<file path="config.mk">
export PLATFORM = sky130hd
export DESIGN_NAME = ysyx_23060111_mem_arb
export DESIGN_NICKNAME = d
export VERILOG_FILES = /design/src/rtl/ysyx_23060111_mem_arb.sv
export SDC_FILE = /design/constraint.sdc
export NUM_CORES = 1
export LEC_CHECK = 0
export CORE_AREA = 2 2 139 141
export CTS_BUF_LIST = sky130_fd_sc_hd__clkbuf_2 sky130_fd_sc_hd__clkbuf_4 sky130_fd_sc_hd__clkbuf_8
export DETAILED_ROUTE_END_ITERATION = 16
export DIE_AREA = 0 0 141 143
export PLACE_DENSITY_LB_ADDON = 0.12
export SLEW_MARGIN = 10
export SYNTH_ARGS = -nofsm -noshare
export SYNTH_HDL_FRONTEND = slang
export SYNTH_SLANG_ARGS = --single-unit
</file>
<file path="constraint.sdc">
create_clock -name clk -period 2.9 [get_ports clk]
set_clock_uncertainty 0.2 [all_clocks]
set_input_delay 0.29 -clock clk [delete_from_list [all_inputs] [get_ports clk]]
set_output_delay 0.29 -clock clk [all_outputs]
set_load 0.1 [all_outputs]
</file>
<file path="src/rtl/ysyx_23060111_mem_arb.sv">
// ysyx_23060111_mem_arb
//   Two-requester (IFU fetch, LSU load/store) arbiter onto a single shared
//   memory request/response channel. One transaction is in flight at a time;
//   ties are broken round-robin. A memory that never answers is cut off after
//   TIMEOUT cycles in WAIT, the requester gets a zero response and a sticky
//   timeout_flag is raised.
//
// Ports
//   clk, rst            clock, asynchronous active-low reset
//   ifu_req_*/ifu_addr  fetch request channel, ifu_resp_valid strobe
//   lsu_req_*/lsu_*     load/store request channel, lsu_resp_valid strobe
//   resp_rdata          shared response data for whichever strobe is high
//   mem_req_*/mem_*     shared memory request channel
//   mem_resp_valid/mem_rdata  shared memory response channel
//   timeout_flag        sticky, set on a memory response timeout
module ysyx_23060111_mem_arb #(
    parameter int AW      = 32,
    parameter int TIMEOUT = 16
) (
    input  logic          clk,
    input  logic          rst,
    input  logic          ifu_req_valid,
    output logic          ifu_req_ready,
    input  logic [AW-1:0] ifu_addr,
    output logic          ifu_resp_valid,
    input  logic          lsu_req_valid,
    output logic          lsu_req_ready,
    input  logic [AW-1:0] lsu_addr,
    input  logic          lsu_wen,
    input  logic [31:0]   lsu_wdata,
    input  logic [3:0]    lsu_wmask,
    output logic          lsu_resp_valid,
    output logic [31:0]   resp_rdata,
    output logic          mem_req_valid,
    input  logic          mem_req_ready,
    output logic [AW-1:0] mem_addr,
    output logic          mem_wen,
    output logic [31:0]   mem_wdata,
    output logic [3:0]    mem_wmask,
    input  logic          mem_resp_valid,
    input  logic [31:0]   mem_rdata,
    output logic          timeout_flag
);

    typedef enum logic [1:0] {IDLE, ISSUE, WAIT, RESP} state_e;

    // Counter only has to reach TIMEOUT-1.
    localparam int CW = (TIMEOUT > 2) ? $clog2(TIMEOUT) : 1;

    state_e          state_q;
    logic            owner_lsu_q;   // 1 = current transaction belongs to LSU
    logic            last_lsu_q;    // 1 = last grant went to LSU
    logic [AW-1:0]   addr_q;
    logic            wen_q;
    logic [31:0]     wdata_q;
    logic [3:0]      wmask_q;
    logic [CW-1:0]   cnt_q;
    logic [31:0]     rdata_q;
    logic            tflag_q;

    logic idle;
    assign idle = (state_q == IDLE);

    // Ready is combinational in IDLE. On a tie the side that was not granted
    // last wins. Gated by rst so nothing is accepted or shown while in reset.
    assign ifu_req_ready = rst && idle && ifu_req_valid && (!lsu_req_valid || last_lsu_q);
    assign lsu_req_ready = rst && idle && lsu_req_valid && (!ifu_req_valid || !last_lsu_q);

    logic issue;
    assign issue         = (state_q == ISSUE);
    assign mem_req_valid = issue;
    assign mem_addr      = issue ? addr_q  : '0;
    assign mem_wen       = issue & wen_q;
    assign mem_wdata     = issue ? wdata_q : '0;
    assign mem_wmask     = issue ? wmask_q : '0;

    assign ifu_resp_valid = (state_q == RESP) && !owner_lsu_q;
    assign lsu_resp_valid = (state_q == RESP) &&  owner_lsu_q;
    assign resp_rdata     = rdata_q;
    assign timeout_flag   = tflag_q;

    always_ff @(posedge clk or negedge rst) begin
        if (!rst) begin
            state_q     <= IDLE;
            owner_lsu_q <= 1'b0;
            last_lsu_q  <= 1'b0;
            addr_q      <= '0;
            wen_q       <= 1'b0;
            wdata_q     <= '0;
            wmask_q     <= '0;
            cnt_q       <= '0;
            rdata_q     <= '0;
            tflag_q     <= 1'b0;
        end else begin
            case (state_q)
                IDLE: begin
                    if (ifu_req_ready || lsu_req_ready) begin
                        // IFU fetches carry no write payload.
                        owner_lsu_q <= lsu_req_ready;
                        last_lsu_q  <= lsu_req_ready;
                        addr_q      <= lsu_req_ready ? lsu_addr  : ifu_addr;
                        wen_q       <= lsu_req_ready & lsu_wen;
                        wdata_q     <= lsu_req_ready ? lsu_wdata : 32'h0;
                        wmask_q     <= lsu_req_ready ? lsu_wmask : 4'h0;
                        state_q     <= ISSUE;
                    end
                end
                ISSUE: begin
                    if (mem_req_ready) begin
                        cnt_q   <= '0;
                        state_q <= WAIT;
                    end
                end
                WAIT: begin
                    // A real response wins over a timeout in the same cycle.
                    if (mem_resp_valid) begin
                        rdata_q <= mem_rdata;
                        state_q <= RESP;
                    end else if (cnt_q == CW'(TIMEOUT - 1)) begin
                        rdata_q <= 32'h0;
                        tflag_q <= 1'b1;
                        state_q <= RESP;
                    end else begin
                        cnt_q <= cnt_q + 1'b1;
                    end
                end
                RESP: state_q <= IDLE;
                default: state_q <= IDLE;
            endcase
        end
    end

endmodule

</file>
Yosys cells after proc, flatten, opt, wreduce, memory -nomap -nowiden
Cells that the tools add are included.
- bits in registers: 109
- bits in latches: 0
- memory bits (writable): 0
- bits in read-only memories: 0
- bits of input ports: 139
- output and inout port bits: 107
- word-level logic and storage cells: 60
- memories kept: 0
- add/sub/neg operators: 1
- multiply operators: 0
- div/mod/pow operators: 0
- magnitude comparators: 0
- equality and inequality tests: 9
- shifts and indexed selects: 0
- muxes and demuxes: 17
- bitwise logic cells: 3
- reduce and logical (&&, ||, !) cells: 21
- operator list (cell ; count):
    $mux 32 ; 6
    $mux 4 ; 5
    $mux 2 ; 4
    $pmux 2 s4 ; 1
    $pmux 4 s2 ; 1
    $logic_and 1x1->1 ; 7
    $ne 2x2->1 const B ; 3
    $reduce_and 3->1 ; 2
    $add 4x1->4 const B ; 1
    $eq 2x2->1 const B ; 2
    $eq 4x4->1 const B ; 1
    $reduce_and 2->1 ; 2
    $reduce_and 4->1 ; 1
    $reduce_bool 2->1 ; 2
    $logic_not 1->1 ; 3
    $logic_or 1x1->1 ; 3
    $ne 3x3->1 const B ; 1
    $and 1x1->1 ; 2
    $eq 2x1->1 const B ; 1
    $logic_not 2->1 ; 1
    $ne 2x1->1 const B ; 1
    $not 1->1 ; 1

Depth between registers and ports, before layout
- word-level depth: 7
- mapped depth: 8
- gate-level depth less buffers: 5

Worst setup path after synthesis
No wires, ideal clock.
- path kind: reg-to-output
- from: register state_q[1]
- to: output port mem_wdata[24]
- arrival: 2640 ps
- required time: 2410 ps
- slack: -230 ps
- stages on the path, launching flop included: 6
- path buffers: 2
- cells stage by stage: dfrtp_1 > inv_1 > ha_1 > clkbuf_1 > clkbuf_1 > and2_1
- cells in the longest elaborated chain, start to end: 2
- RTL lines (element ; line ; RTL):
    from (decl) ; 50 ; state_e state_q;
    from (signal assigned) ; 84 ; state_q <= IDLE;
    from (signal assigned) ; 105 ; state_q <= ISSUE;
    from (signal assigned) ; 111 ; state_q <= WAIT;
    $eq 2x1->1 ; 70 ; assign issue = (state_q == ISSUE);
    net mem_req_valid ; 34 ; output logic mem_req_valid,
    $mux 32 ; 74 ; assign mem_wdata = issue ? wdata_q : '0;
    to (decl) ; 38 ; output logic [31:0] mem_wdata,
The timed path passes the listed nets, and every way through them passes these cells.

Worst setup path in the final report
- from: register state_q[0]
- to: output port lsu_req_ready
- cells in the longest elaborated chain, start to end: 4
- RTL lines (element ; line ; RTL):
    $logic_not 2->1 ; 62 ; assign idle = (state_q == IDLE);
    $logic_and 1x1->1 (3 in a row) ; 67 ; assign lsu_req_ready = rst && idle && lsu_req_valid && (!ifu_req_valid || !last_lsu_q);
    to (decl) ; 27 ; output logic lsu_req_ready,
Every way passes these cells.

==> results_dict.tcl <==
set metrics [dict create \
    peakVddDrop_mv 0.5793 \
    cp_max_fo 13 \
    grt_pass1_wl_mm 25.30 \
    final.setup.tns_ns 0 \
    root_buffer "clkbuf_8" \
    post-dp-hpwl_mm 11.63 \
    p_leak_nw 3.711 \
    r2r_setup_slack_ns 0.56 \
    clock_latency_ns 0.38 \
    drtIter0Drc 257 \
    cts_resized 0 \
    cp_cell_sequence "inv_1 > ha_1 > and3_1 > and2_2 > buf_12" \
    hold_violations 0 \
    initial_core_util_pct 26.61 \
    synth.cell_area_sq_um 4945 \
    slew-limit-headroom_pct 51.61 \
    grt_pass1_vias 4581 \
    fin_area_sq_um 8428 \
    syn_nets 607 \
    syn_to_final_growth_pct 70.45 \
    io_pins 246 \
    clock_sinks 109 \
    die-area_sq_um 20160 \
    worstMarginPinSlew_ns 0.7259 \
    vias 4475 \
    max-cap-violations 0 \
    rsz0062_at_grt "no" \
    max_freq_mhz 403.1 \
    post_drt_wl_per_cell_um 17.44 \
    n_antenna_cell 0 \
    timing.final.max_slew_violations 0 \
    crit_path_end "lsu_req_ready" \
    fin_crit_sh_pct 85.55 \
    grt-ovfl-total 0 \
    cts_buffer_depth 2 \
    post-route-util_pct 45.36 \
    final_net_count 839 \
    core_sq_um 18580 \
    route.detailed.drc 0 \
    ant_nets 0 \
    place_congestion 0.7983 \
    cp-startpoint "state_q[0]" \
    period_minus_slack_ns 2.481 \
    dieHeight_um 143 \
    path_clk_slew_ns 0.11 \
    routed_wl_mm 16.28 \
    viasPerCell 4.796 \
    cts_tree "built" \
    worstSetupPathType "reg -> out" \
    cts_inserted_buffers 9 \
    end_kind "output pin" \
    antenna_found_initial 0 \
    crit_path_top_delay_cell "dfrtp_1" \
    setup_violations 0 \
    power_density_nw_per_um2 1280 \
    r2r_end "wdata_q[16]" \
    htreeDepth 3 \
    syn_inst 462 \
    r2r_cells 6 \
    cp.arrival_ns 1.99 \
    outcome "finished clean" \
    firstDrtPassIters 4 \
    synth_warnings 0 \
    fp-row-count 50 \
    die_w_um 141 \
    synth_seq_cells 109 \
    port_buffers 245 \
    slowest_delay_ns 0.42 \
    holdCritPathClass "in -> async" \
    synth.avg_cell_area_sq_um 10.70 \
    cp-start-kind "register" \
    grt_max_degree 57 \
    yosysUniqueCellTypes 32 \
    placed_cell_area_sq_um 8229 \
    yosysSeqAreaShare_pct 55.16 \
    timing.rr.start "state_q[0]" \
    cp.required_ns 2.41 \
    drive_gt1_share_pct 20.46 \
    track_usage_pct 16.03 \
]
-- flip-flops by register name (all words and copies together) (netlist names) --
register,flops
addr_q,32
resp_rdata,32
wdata_q,32
cnt_q,4
wmask_q,4
state_q,2
last_lsu_q,1
timeout_flag,1
wen_q,1
-- cell families after synthesis --
logic type               synth area share [%]
buffers and inverters                   4.479
flip-flops                              55.16
AO/OA/AOI/OAI                           19.61
adder cells (fa/ha/maj)                 1.518
AND/OR/NAND/NOR                         18.55
multiplexers                           0.6831
-- timing repair --
| action | in CTS | in global routing |
|---|---|---|
| buffers inserted | 0 | 0 |
| hold buffers | 1 | 0 |
| hold endpoints to repair | 109 | 0 |
-- critical path: cells and delay by family, from the launching register on --
kind                     cells  cell delay [ns]
flip-flops                   1             0.42
AND/OR/NAND/NOR              2             0.55
buffers and inverters        2             0.35
adder cells (fa/ha/maj)      1             0.27
-- synth_stat cells (all sizes together) --
cell type,number,share of area (%)
a2111oi,1,0.18
a21o,1,0.15
a21oi,5,0.51
a221o,1,0.20
a22o,69,12
a31o,1,0.18
a31oi,2,0.25
a41o,1,0.20
and2,71,9.0
and3,1,0.13
and4b,1,0.20
buf,14,2.1
clkbuf,24,1.8
dfrtp,109,55
ha,6,1.5
inv,7,0.53
mux2,3,0.68
nand2,66,5.0
nand2b,1,0.13
nand3,34,3.4
nand4,1,0.13
nor2,2,0.15
nor2b,3,0.38
o211a,1,0.20
o211ai,33,5.0
o21a,1,0.15
o21ai,2,0.20
o31ai,1,0.15
-- through the flow --
| step | std cells | hold slack (ns) | setup WS [ns] | total power (W) |
|---|---|---|---|---|
| floorplan | 462 | -0.2056 | 0.1060 | 0.007562 |
| global placement | 916 | -0.08541 | 0.6080 | 0.009853 |
| detailed placement | 916 | -0.08693 | 0.5449 | 0.009943 |
| CTS | 933 | 0.06562 | 0.3675 | 0.01090 |
| global route | 933 | 0.06792 | 0.2550 | 0.01127 |
| finish | 933 | 0.08110 | 0.4189 | 0.01078 |
-- layer usage --
metal	global-route usage, %	vias to the layer above	wire (um)
met5	0	-	0
met4	4.000	0	108
met3	5.533	8	1184
met2	26.65	162	7980
met1	20.10	2211	7003
li1	-	2094	-
-- placed cells by master, fill, tap and decap left out, drive strengths merged, types with 2 or more instances in the layout --
cell / instances
a21oi: 5
a22o: 69
a31oi: 2
and2: 71
buf: 121
clkbuf: 9
clkdlybuf4s50: 137
clkinv: 2
dfrtp: 109
ha: 6
inv: 11
mux2: 3
nand2: 66
nand3: 34
nor2: 2
nor2b: 3
o211ai: 33
o21ai: 2
-- where the power goes --
group | internal, W | switching [W] | total, W
combinational | 0.00229 | 0.00498 | 0.00727
sequential | 0.00222 | 0.000379 | 0.00260
clock | 0.000335 | 0.000583 | 0.000918
total | 0.00484 | 0.00594 | 0.0108
-- worst min path at each step --
stage / endpoint / depth (start not counted) / slack, ns
2_1_floorplan: addr_q[0] / 0 / -0.21
3_3_place_gp: last_lsu_q / 1 / -0.09
3_5_place_dp: last_lsu_q / 1 / -0.09
4_1_cts: last_lsu_q / 2 / 0.07
5_1_grt: last_lsu_q / 2 / 0.07
6_report: last_lsu_q / 2 / 0.08
-- area by class of cell --
cell class              instances  area [sq um]
clock inverters                 7         65.06
repair buffers                259          3191
fillers                      1768         10150
clock buffers                   9         123.9
multi-input cells             308          2002
inverters                       7         26.28
flip-flops and latches        109          2728
well taps                     234         292.8
(Power assumes the default switching activity.)
